==> src/rtl/quad_updown_decoder_pkg.sv <==
// Shared constants, FSM encoding and transition helpers for the quadrature decoder.
package quad_pkg;

    // AB phase states, written as {a, b}
    localparam logic [1:0] ST_00 = 2'b00;
    localparam logic [1:0] ST_01 = 2'b01;
    localparam logic [1:0] ST_11 = 2'b11;
    localparam logic [1:0] ST_10 = 2'b10;

    typedef enum logic {
        ARMING = 1'b0,
        TRACK  = 1'b1
    } fsm_state_t;

    localparam logic DIR_UP   = 1'b1;
    localparam logic DIR_DOWN = 1'b0;

    // True when prev -> cur is one step of the up sequence 00->01->11->10->00
    function automatic logic is_up_step(input logic [1:0] prev, input logic [1:0] cur);
        logic up;
        up = 1'b0;
        case (prev)
            ST_00: up = (cur == ST_01);
            ST_01: up = (cur == ST_11);
            ST_11: up = (cur == ST_10);
            ST_10: up = (cur == ST_00);
            default: up = 1'b0;
        endcase
        return up;
    endfunction

    // The down sequence is the up sequence traversed backwards
    function automatic logic is_down_step(input logic [1:0] prev, input logic [1:0] cur);
        return is_up_step(cur, prev);
    endfunction

endpackage

==> src/rtl/quad_updown_decoder_sync_ff.sv <==
// Multi-stage single-bit synchroniser for an asynchronous input.
module sync_ff #(
    parameter int unsigned STAGES = 2
) (
    input  logic clk,
    input  logic rst_n,
    input  logic d,
    output logic q
);

    logic [STAGES-1:0] sh;

    // Shift the asynchronous input through the flop chain
    always_ff @(posedge clk or negedge rst_n) begin
        if (!rst_n) begin
            sh <= '0;
        end else begin
            sh <= {sh[STAGES-2:0], d};
        end
    end

    assign q = sh[STAGES-1];

endmodule

==> src/rtl/quad_updown_decoder.sv <==
// Quadrature A/B decoder with up/down position counter, parallel load and sticky error.
module quad_updown_decoder
    import quad_pkg::*;
#(
    parameter int unsigned WIDTH       = 4,
    parameter int unsigned SYNC_STAGES = 2
) (
    input  logic             clk,
    input  logic             rst_n,
    input  logic             a_in,
    input  logic             b_in,
    input  logic             load,
    input  logic [WIDTH-1:0] din,
    input  logic             err_clr,
    output logic [WIDTH-1:0] count,
    output logic             dir,
    output logic             step,
    output logic             err
);

    localparam int unsigned ARM_W = $clog2(SYNC_STAGES + 1);
    localparam logic [ARM_W-1:0] ARM_LAST = ARM_W'(SYNC_STAGES);

    logic a_s;
    logic b_s;
    logic [1:0] cur;
    logic [1:0] prev_ab, prev_nxt;
    fsm_state_t state, state_nxt;
    logic [ARM_W-1:0] arm_cnt, arm_nxt;
    logic [WIDTH-1:0] count_nxt;
    logic dir_nxt;
    logic step_nxt;
    logic err_nxt;
    logic up_t;
    logic down_t;
    logic bad_t;

    sync_ff #(.STAGES(SYNC_STAGES)) u_sync_a (
        .clk   (clk),
        .rst_n (rst_n),
        .d     (a_in),
        .q     (a_s)
    );

    sync_ff #(.STAGES(SYNC_STAGES)) u_sync_b (
        .clk   (clk),
        .rst_n (rst_n),
        .d     (b_in),
        .q     (b_s)
    );

    assign cur    = {a_s, b_s};
    assign up_t   = is_up_step(prev_ab, cur);
    assign down_t = is_down_step(prev_ab, cur);
    assign bad_t  = ((prev_ab ^ cur) == 2'b11);

    // State, history and output registers
    always_ff @(posedge clk or negedge rst_n) begin
        if (!rst_n) begin
            state   <= ARMING;
            arm_cnt <= '0;
            prev_ab <= ST_00;
            count   <= '0;
            dir     <= DIR_DOWN;
            step    <= 1'b0;
            err     <= 1'b0;
        end else begin
            state   <= state_nxt;
            arm_cnt <= arm_nxt;
            prev_ab <= prev_nxt;
            count   <= count_nxt;
            dir     <= dir_nxt;
            step    <= step_nxt;
            err     <= err_nxt;
        end
    end

    // Next-state decode: arming, transition classification, count/load and error flag.
    // ARMING keeps re-sampling the synchroniser output until the reset-cleared chain has
    // filled with the real pin levels, so a non-zero start position is never seen as a jump.
    always_comb begin
        state_nxt = state;
        arm_nxt   = arm_cnt;
        prev_nxt  = cur;
        count_nxt = count;
        dir_nxt   = dir;
        step_nxt  = 1'b0;
        err_nxt   = err;

        if (err_clr) begin
            err_nxt = 1'b0;
        end

        case (state)
            ARMING: begin
                if (arm_cnt == ARM_LAST) begin
                    state_nxt = TRACK;
                end else begin
                    arm_nxt = arm_cnt + ARM_W'(1);
                end
            end
            TRACK: begin
                if (bad_t) begin
                    err_nxt = 1'b1;
                end else if (!load && up_t) begin
                    count_nxt = count + WIDTH'(1);
                    dir_nxt   = DIR_UP;
                    step_nxt  = 1'b1;
                end else if (!load && down_t) begin
                    count_nxt = count - WIDTH'(1);
                    dir_nxt   = DIR_DOWN;
                    step_nxt  = 1'b1;
                end
            end
            default: state_nxt = ARMING;
        endcase

        if (load) begin
            count_nxt = din;
        end
    end

endmodule

==> config.mk <==
export PLATFORM = sky130hd
export DESIGN_NAME = quad_updown_decoder
export DESIGN_NICKNAME = d
export VERILOG_FILES = /design/src/rtl/quad_updown_decoder_pkg.sv /design/src/rtl/quad_updown_decoder_sync_ff.sv /design/src/rtl/quad_updown_decoder.sv
export SDC_FILE = /design/constraint.sdc
export NUM_CORES = 1
export LEC_CHECK = 0
export ABC_AREA = 1
export CORE_MARGIN = 10
export CORE_UTILIZATION = 47
export CTS_BUF_LIST = sky130_fd_sc_hd__clkbuf_8
export DETAILED_ROUTE_END_ITERATION = 10
export GPL_TIMING_DRIVEN = 1
export MAX_ROUTING_LAYER = met4
export PLACE_DENSITY = 0.77
export SYNTH_ARGS = -nofsm -noshare
export SYNTH_HDL_FRONTEND = slang
export SYNTH_SLANG_ARGS = --single-unit
export TNS_END_PERCENT = 20
==> constraint.sdc <==
create_clock -name clk -period 1.7 [get_ports clk]
set_input_delay 0.34 -clock clk [delete_from_list [all_inputs] [get_ports clk]]
set_output_delay 0.34 -clock clk [all_outputs]
set_load 0.05 [all_outputs]
After elaboration in Yosys (flattened, before gate mapping)
Index checks and enable logic that the tools add are counted.

storage, ports and cells
  flip-flop bits (word level) = 16
  bits in latches = 0
  memory bits (writable) = 0
  bits in read-only memories = 0
  input bits = 10
  logic and storage cells = 54
  memories kept = 0

operators by class
  add/subtract/negate cells = 3
  multipliers = 0
  divide/modulo/power cells = 0
  order comparisons = 0
  equality and inequality tests = 9
  shift operators = 0
  multiplexer cells = 18
  bitwise operators = 4
  reductions and logical operators = 11

operators by type and width
  cell                                                                count
  4-bit 2-to-1 mux                                                    5
  2-bit == test, second input constant                                6
  1-bit 2-to-1 mux                                                    11
  1-bit case mux with 4 select lines                                  2
  3-bit AND reduction                                                 2
  4-bit by 1-bit adder with 4-bit output, second input constant       1
  2-bit by 1-bit == test with 1-bit output, second input constant     2
  2-bit logical NOT                                                   2
  2-bit nonzero test                                                  2
  4-bit by 1-bit subtractor with 4-bit output, second input constant  1
  1-bit inverter                                                      3
  3-bit nonzero test                                                  1
  2-bit by 1-bit adder with 2-bit output, second input constant       1
  1-bit logical AND                                                   2
  2-bit != test, second input constant                                1
  2-bit AND reduction                                                 1
  2-bit XOR                                                           1
  1-bit logical NOT                                                   1

Depth between registers and ports, before layout
  depth in word-level cells = 8
  depth in mapped cells = 15
  gate-level depth less buffers = 15

Cells and area by module
From an unflattened synthesis, not the netlist that was laid out.

second synthesis, totals
  cells, all modules = 102
  area, all modules = 845.8 um^2

modules (own cells, without submodules)
  module               instances  cells an instance  area an instance (um^2)
  quad_updown_decoder  1          98                 745.7
  sync_ff              2          2                  50.0

Worst setup path before layout
OpenSTA, ideal clock, no wires.

  path type = register to register
  start = register u_sync_b.sh[1]
  end = register count[3]
  arrival = 1664 ps
  slack = -82 ps
  cell stages (with the launch flop) = 16
  clock period less this slack = 1782 ps
  cells stage by stage = dfrtp_1 -> inv_2 -> nand2_1 -> nand2_2 -> nand2_4 -> nor2_1 -> inv_1 -> ha_1 -> nand2_1 -> nand2_1 -> a21oi_1 -> inv_1 -> nand2_1 -> nand3_1 -> nand2_1 -> nand2_1

on the way
  cells in the longest elaborated chain, start to end = 7

ends and longest elaborated chain
  what                                   line                                                          source
  from (decl)                            quad_updown_decoder_sync_ff.sv:11                             logic [STAGES-1:0] sh;
  from (signal assigned)                 quad_updown_decoder_sync_ff.sv:18                             sh <= {sh[STAGES-2:0], d};
  2-bit == test (tied with other cells)  quad_updown_decoder_pkg.sv:22, quad_updown_decoder_pkg.sv:25
  1-bit case mux with 4 select lines     quad_updown_decoder_pkg.sv:22                                 case (prev)
  1-bit logical AND                      quad_updown_decoder.sv:105                                    end else if (!load && up_t) begin
  4-bit 2-to-1 mux                       quad_updown_decoder.sv:105
  4-bit 2-to-1 mux                       quad_updown_decoder.sv:103                                    if (bad_t) begin
  4-bit 2-to-1 mux                       quad_updown_decoder.sv:94                                     case (state)
  4-bit 2-to-1 mux                       quad_updown_decoder.sv:118                                    if (load) begin
  to (signal assigned)                   quad_updown_decoder.sv:71                                     count <= count_nxt;
  to (decl)                              quad_updown_decoder.sv:15                                     output logic [WIDTH-1:0] count,

Parallel ways exist; a longest one is shown, timed or not. The select of a mux whose other input is x is not followed.
A chain may end at the register's enable or synchronous reset.

Worst setup path in the final report
Ends and elaborated chain as after synthesis.

==> key figures <==
Yosys
  • Simple-gate share of the synthesized area: 32.54%
  • Leading area contributor after synthesis: dfrtp_1
  • Post-synthesis xor/xnor area fraction: 2.071%
  • Syn_area_per_cell: 8.292 µm²
  • Most frequent cell after synthesis: nand2_1
  • Seq cells post-synth: 16
  • Synth Cell Area: 845.8 µm²
  • Synth cell count leaders: 38 x nand2_1, 16 x dfrtp_1, 9 x inv_1
  • Warnings from Yosys: 0
  • Synth async-reset ratio: 100.0%
  • Mux share of post-synthesis cell area: 0%
  • Synth Area in Adders: 6.805%
  • Main synth FF type: dfrtp_1
  • Mapped Cells: 102
  • Post-synthesis compound-gate area fraction: 3.698%
  • Largest family of logic cells by synthesized area: simple AND/OR/NAND/NOR gates
  • EDFF count, synth: 0
  • Post-Syn Nets: 116
  • Area share of the largest cell type after synthesis: 47.34%
  • Unique masters post-synth: 21
  • Area contributors post-synth: dfrtp_1 47%, nand2_1 17%, nand2_2 5.9%, ha_1 4.4%, inv_1 4.0%
  • Post-synthesis sequential area ratio: between 40% and 50%

Outcome
  • Status: finished, violations left
  • Failing checks: setup timing

Floorplan
  • Top-level I/O count: 17
  • Chip width: 62.42 µm
  • Die area: 0.003896 mm²
  • Initial core utilization: approximately 50%
  • Core footprint: 0.001708 mm²
  • Chip Height: between 60 and 70 µm
  • Row cnt: 15

Setup path
  • Crit path cell chain: inv_2, nand2_1, nand2_2, nand2_4, nor2_4, inv_2, ha_1, nand2_1, inv_1, a21oi_2, inv_1, nand2_1, nand3_1, nand2_1, nand2_1
  • CP max FO: 3
  • Worst EP arrival: 1.87 ns
  • Crit-path slowest cell: dfrtp_1
  • Worst Path Required: 1.84 ns
  • CP most frequent cell: nand2_1
  • Worst Setup Path Type: reg -> reg
  • Critical Path Start Type: flop
  • R2R Setup Slk: -0.03 ns
  • CP Capture Type: flop
  • Critical path's largest stage delay: 0.41 ns

Pwr
  • Combinational Power Share: 38.8%
  • Worst VDD drop: 0.0008396 V
  • Net Sw Power: 0.4326 mW
  • Clock group share of total power: a little under a quarter
  • Register share of total power: 38.4%
  • P_int: 0.7703 mW
  • Leakage power: 0.6407 nW
  • Switching share of power: 35.96%
  • Final Power: about 1.2 mW
  • Pwr per Cell Area: 992.2 mW/mm²

Clocking
  • Post-CTS Hold Fix Bufs: 0
  • Clock root cell: clkbuf_8
  • H-tree depth: 1
  • Total CTS buffers: 3
  • Clk pin slew, worst setup/hold paths: 0.06 ns
  • Worst-Skew Late Latency: ~0.24 ns
  • Clock sink count: 16
  • Clock Path Buffers: 2
  • CTS tree: done

Place
  • Post-Place Cells: about 150
  • Final Wtd Congestion: 0.7490
  • IO Port Bufs: 16
  • Post-DP HPWL: roughly 1500 µm
  • Dpl cell area: 0.001115 mm²
  • Pre-CTS setup slack: -0.2241 ns

Global routing
  • Total Routing Usage GR: 10.33%
  • Vias in the first global route: 724
  • First-pass GRT wire length: 3125 µm
  • Grt total ovfl: 0
  • Largest net degree at the start of global routing: 17
  • Initial antenna violation count: 0

Job
  • Number of max-cap violations: 0

Drt
  • DRT iter0 DRCs: 2
  • Via count: 721
  • DRC viols: 0
  • DR vias/cell: between 4 and 5
  • Post-Route WL: between 1500 and 2000 µm
  • Final ANT Viol Nets: 0
  • Detailed Routing Iterations Pass 1: 3
  • Avg WL per Cell: approximately 12 µm

STA
  • Setup_tns: -0.03341 ns
  • Slew @ Worst Pin: 0.2090 ns
  • Slew Viols, Final: 0
  • Period utilization: 102.0%
  • Min cycle time layout: 1.733 ns
  • Setup slack after layout: -0.03341 ns
  • FMAX: between 500 and 600 MHz
  • Hold WS: between 0.3 and 0.4 ns
  • RSZ-0062 raised after global routing: true
  • Final Hold Vio Count: 0
  • Setup Viol. Count Final: 1
  • Worst slew margin: 86.07%
  • Clk_skew: 0.0007728 ns

Final layout
  • Area used by multi-input combinational logic: 407.9 µm²
  • Nets: 152
  • Synth-to-Final Area Change: 43.34%
  • ANT cells: 0
  • Non-filler cells in the finished layout: 161
  • Fill cells: 130
  • Share of layout cells above drive strength 1: 36.76%
  • Core Util, Final: 70.99%
  • Register Area: 400.4 µm²
  • Post-route cell area: approximately 0.0012 mm²

Min path
  • Min-delay worst type: reg -> reg
-- registers in the layout, indices dropped and copies added (netlist names) --
signal       count
arm_cnt          2
count            4
dir              1
err              1
prev_ab          2
state            1
step             1
u_sync_a.sh      2
u_sync_b.sh      2
-- critical path: cells and delay by family, from the launching register on --
kind	cells	cell delay, ns
AOI/OAI and AO/OA	1	0.14
adders and majority gates	1	0.26
buffers and inverters	4	0.24
DFF	1	0.41
and+or+nand+nor	9	0.59
-- placed cells by master (no fill, tap or decap), types with 2 or more instances in the layout --
| cell type | Yosys | layout |
|---|---|---|
| clkdlybuf4s50_1 | 0 | 9 |
| nand3_1 | 3 | 3 |
| buf_4 | 1 | 22 |
| nor2_4 | 1 | 2 |
| nand2_1 | 38 | 38 |
| dfrtp_1 | 16 | 16 |
| inv_1 | 9 | 8 |
| nand2_4 | 2 | 2 |
| ha_1 | 3 | 2 |
| o21ai_0 | 3 | 3 |
| clkbuf_8 | 0 | 3 |
| nand2_2 | 8 | 8 |
| nor2_1 | 3 | 2 |
| inv_2 | 6 | 7 |
-- final cells by class --
class	count	area share, %
Inverter	15	4.644
Sequential cell	16	33.02
Multi-Input combinational cell	70	33.64
Timing Repair Buffer	32	22.70
Tap cell	25	2.580
Clock buffer	3	3.406
-- layer usage --
metal	global-route usage, %	up-vias	part of all wire, %
li1	-	379	-
met1	10.67	331	41
met2	17.18	9	55
met3	4.122	2	3.2
met4	4.190	0	1.5
met5	-	-	0
-- final timing paths --
path,start,to,cells past startpoint
min in group asynchronous,rst_n,err,2
max in group asynchronous,rst_n,u_sync_a.sh[0],2
worst max register to register,u_sync_b.sh[1],count[3],15
worst min register to register,u_sync_b.sh[0],u_sync_b.sh[1],0
worst min-delay path,u_sync_b.sh[0],u_sync_b.sh[1],0
worst max-delay path,u_sync_b.sh[1],count[3],15
-- power by group through the flow --
stage / Sequential [mW] / Combinational, mW / Clock, mW
after global placement: 0.466 / 0.428 / 0
after CTS: 0.462 / 0.464 / 0.282
after floorplan: 0.570 / 0.172 / 0
after detailed placement: 0.469 / 0.446 / 0
after global routing: 0.467 / 0.509 / 0.299
final: 0.462 / 0.466 / 0.275
-- kinds of logic after synthesis --
kind of cell / count (synthesis)
simple gates: 58
buf+inv: 16
flops: 16
compound gates: 6
fa+ha+maj: 4
xor+xnor: 2
-- repair_timing --
action	CTS	global route
pin swaps	2	3
gates resized for setup	3	0
gates cloned	0	0
buffers inserted	3	3
setup endpoints to repair	2	3
hold endpoints to repair	0	0
No activity file was read; power rests on OpenSTA's default activity.
==> RTL change (same flow settings) <==
Add an input register stage for `a_in`, `b_in`, `load`, `din` and `err_clr`; this delays them by one clock.
--- a/src/rtl/quad_updown_decoder.sv
+++ b/src/rtl/quad_updown_decoder.sv
@@ -22,4 +22,18 @@
     localparam logic [ARM_W-1:0] ARM_LAST = ARM_W'(SYNC_STAGES);
 
+    logic a_q;
+    logic b_q;
+    logic load_q;
+    logic [WIDTH-1:0] din_q;
+    logic err_clr_q;
+
+    always_ff @(posedge clk) begin
+        a_q       <= a_in;
+        b_q       <= b_in;
+        load_q    <= load;
+        din_q     <= din;
+        err_clr_q <= err_clr;
+    end
+
     logic a_s;
     logic b_s;
@@ -39,5 +53,5 @@
         .clk   (clk),
         .rst_n (rst_n),
-        .d     (a_in),
+        .d     (a_q),
         .q     (a_s)
     );
@@ -46,5 +60,5 @@
         .clk   (clk),
         .rst_n (rst_n),
-        .d     (b_in),
+        .d     (b_q),
         .q     (b_s)
     );
@@ -88,5 +102,5 @@
         err_nxt   = err;
 
-        if (err_clr) begin
+        if (err_clr_q) begin
             err_nxt = 1'b0;
         end
@@ -103,9 +117,9 @@
                 if (bad_t) begin
                     err_nxt = 1'b1;
-                end else if (!load && up_t) begin
+                end else if (!load_q && up_t) begin
                     count_nxt = count + WIDTH'(1);
                     dir_nxt   = DIR_UP;
                     step_nxt  = 1'b1;
-                end else if (!load && down_t) begin
+                end else if (!load_q && down_t) begin
                     count_nxt = count - WIDTH'(1);
                     dir_nxt   = DIR_DOWN;
@@ -116,6 +130,6 @@
         endcase
 
-        if (load) begin
-            count_nxt = din;
+        if (load_q) begin
+            count_nxt = din_q;
         end
     end
Behaviour: not the same (Yosys sat finds a counterexample within 4 cycles, from zero or initial values and one cycle with rst_n low).
==> RTL change against the original RTL <==
  * The run still ends with setup timing left
  * First-iteration DRC count grew to 18 times the old value
  * Via count is 15% higher
  * Cell count rose by 8.1%
  * Fmax rose by 0.72%
  * Routed wire length is 19% higher
  * Sequential cell count grew 8
  * Synthesized cell count grew 7.8%
  * Design area is 18% higher
  * Power rose by 28%
  * Non-clock buffer count is 2 higher
  * Setup slack improved by 0.012 ns
  * Area after synthesis is 18% higher
  * Critical path type unchanged
==> RTL change: results <==
grt:
  grt_pass1_vias: 846
  track_usage_pct: 11.2
  grt_pass1_wl_mm: 3.62
hold_path:
  whs_path_depth: 0
  holdCritStartpoint: "b_q$_DFF_P_"
  hold_end: "u_sync_b.sh[0]$_DFF_PN0_"
clocking:
  cts.clk_slew.worst_paths_ns: 0.08
  clock_latency_ns: 0.27
setup_path:
  timing.rr.start: "u_sync_a.sh[1]$_DFF_PN0_"
  arrival_ns: 1.89
  path_max_fanout: 4
yosys:
  synthTopCellsByArea: "dfrtp_1 40%, dfxtp_1 16%, nand2_1 14%"
  ys_seq_area_share_pct: 56.0
  ys_top_cells_by_count: "38 x nand2_1, 16 x dfrtp_1, 10 x inv_1"
  async_flop_share_pct: 66.7
  syn_inst: 110
  synth_edf_count: 0
  synth_cell_type_count: 21
  syn-num-nets: 124
detailed_routing:
  routed-wl-met3_um: 92
  met2_length_mm: 1.13
  drt_wl_total_mm: 2.21
  firstDrtPassIters: 4
  drt-initial-drc-count: 36
  vias: 830
  met1_length_um: 879
sta:
  setup_violations: 2
  finalWorstSetupSlack_ns: -0.0211
  whs_ns: 0.329
  clock_skew_ns: 0.00725
  tightest_slew_ns: 0.295
  setup-tns-final_ns: -0.0302
placed_design:
  dp_hpwl_mm: 1.54
  globalplace.congestion: 0.769
  dp_slack_ns: -0.0731
  placed_area_mm2: 0.00127
  dpl.cell_count: 162
final_layout:
  final_util_pct: 71.6
  n_fill_cell: 156
  fin_cells: 174
  drive_gt1_share_pct: 40.1
  fin_nets: 162
outcome:
  outcome: "complete, but fails checks"
  violations: "setup timing"
power_and_ir_drop:
  leakagePower_nw: 0.728
  peakVddDrop_mv: 0.864
[RTL change: layout make-up]
type / instances / share of cell area, %
Inverter: 15 / 4.10
Timing Repair Buffer: 34 / 20.2
Tap cell: 27 / 2.36
Multi-Input combinational cell: 70 / 30.4
Sequential cell: 24 / 39.1
Clock buffer: 4 / 3.84
[RTL change: what timing repair did]
action                                  CTS  global route
buffers inserted                          3             5
resized for setup                         4             9
pin swaps                                 4             9
endpoints found under the setup margin    3             3
[RTL change: how the worst max path moves through the flow]
stage | start | end | slack [ns]
final | u_sync_a.sh[1]$_DFF_PN0_ | count[3]$_DFFE_PN0P_ | -0.02
after global routing | u_sync_a.sh[1]$_DFF_PN0_ | count[3]$_DFFE_PN0P_ | -0.18
after CTS | u_sync_a.sh[1]$_DFF_PN0_ | count[3]$_DFFE_PN0P_ | -0.03
after detailed placement | u_sync_a.sh[1]$_DFF_PN0_ | count[3]$_DFFE_PN0P_ | -0.07
after global placement | u_sync_a.sh[1]$_DFF_PN0_ | count[3]$_DFFE_PN0P_ | -0.01
after floorplan | u_sync_b.sh[1]$_DFF_PN0_ | count[3]$_DFFE_PN0P_ | 0.01
[RTL change: logic make-up (layout without fill, tap and decap cells)]
logic type	Yosys count	in the layout	synth area share [%]
simple gates	58	58	27.2
flops	24	24	56.0
buf+inv	16	53	6.13
compound gates	6	6	3.12
fa+ha+maj	4	4	5.75
xor+xnor	2	2	1.75
[RTL change: report_power, final]
group          switching (W)  internal (W)  total, W
combinational       0.000285      0.000209  0.000494
sequential         0.0000534      0.000615  0.000668
clock               0.000171      0.000207  0.000378
total               0.000509       0.00103   0.00154
[RTL change: routing by layer]
metal	track usage, %	vias up
li1	-	407
met1	11.3	389
met2	18.4	23
met3	3.39	11
met4	7.33	0
met5	-	-
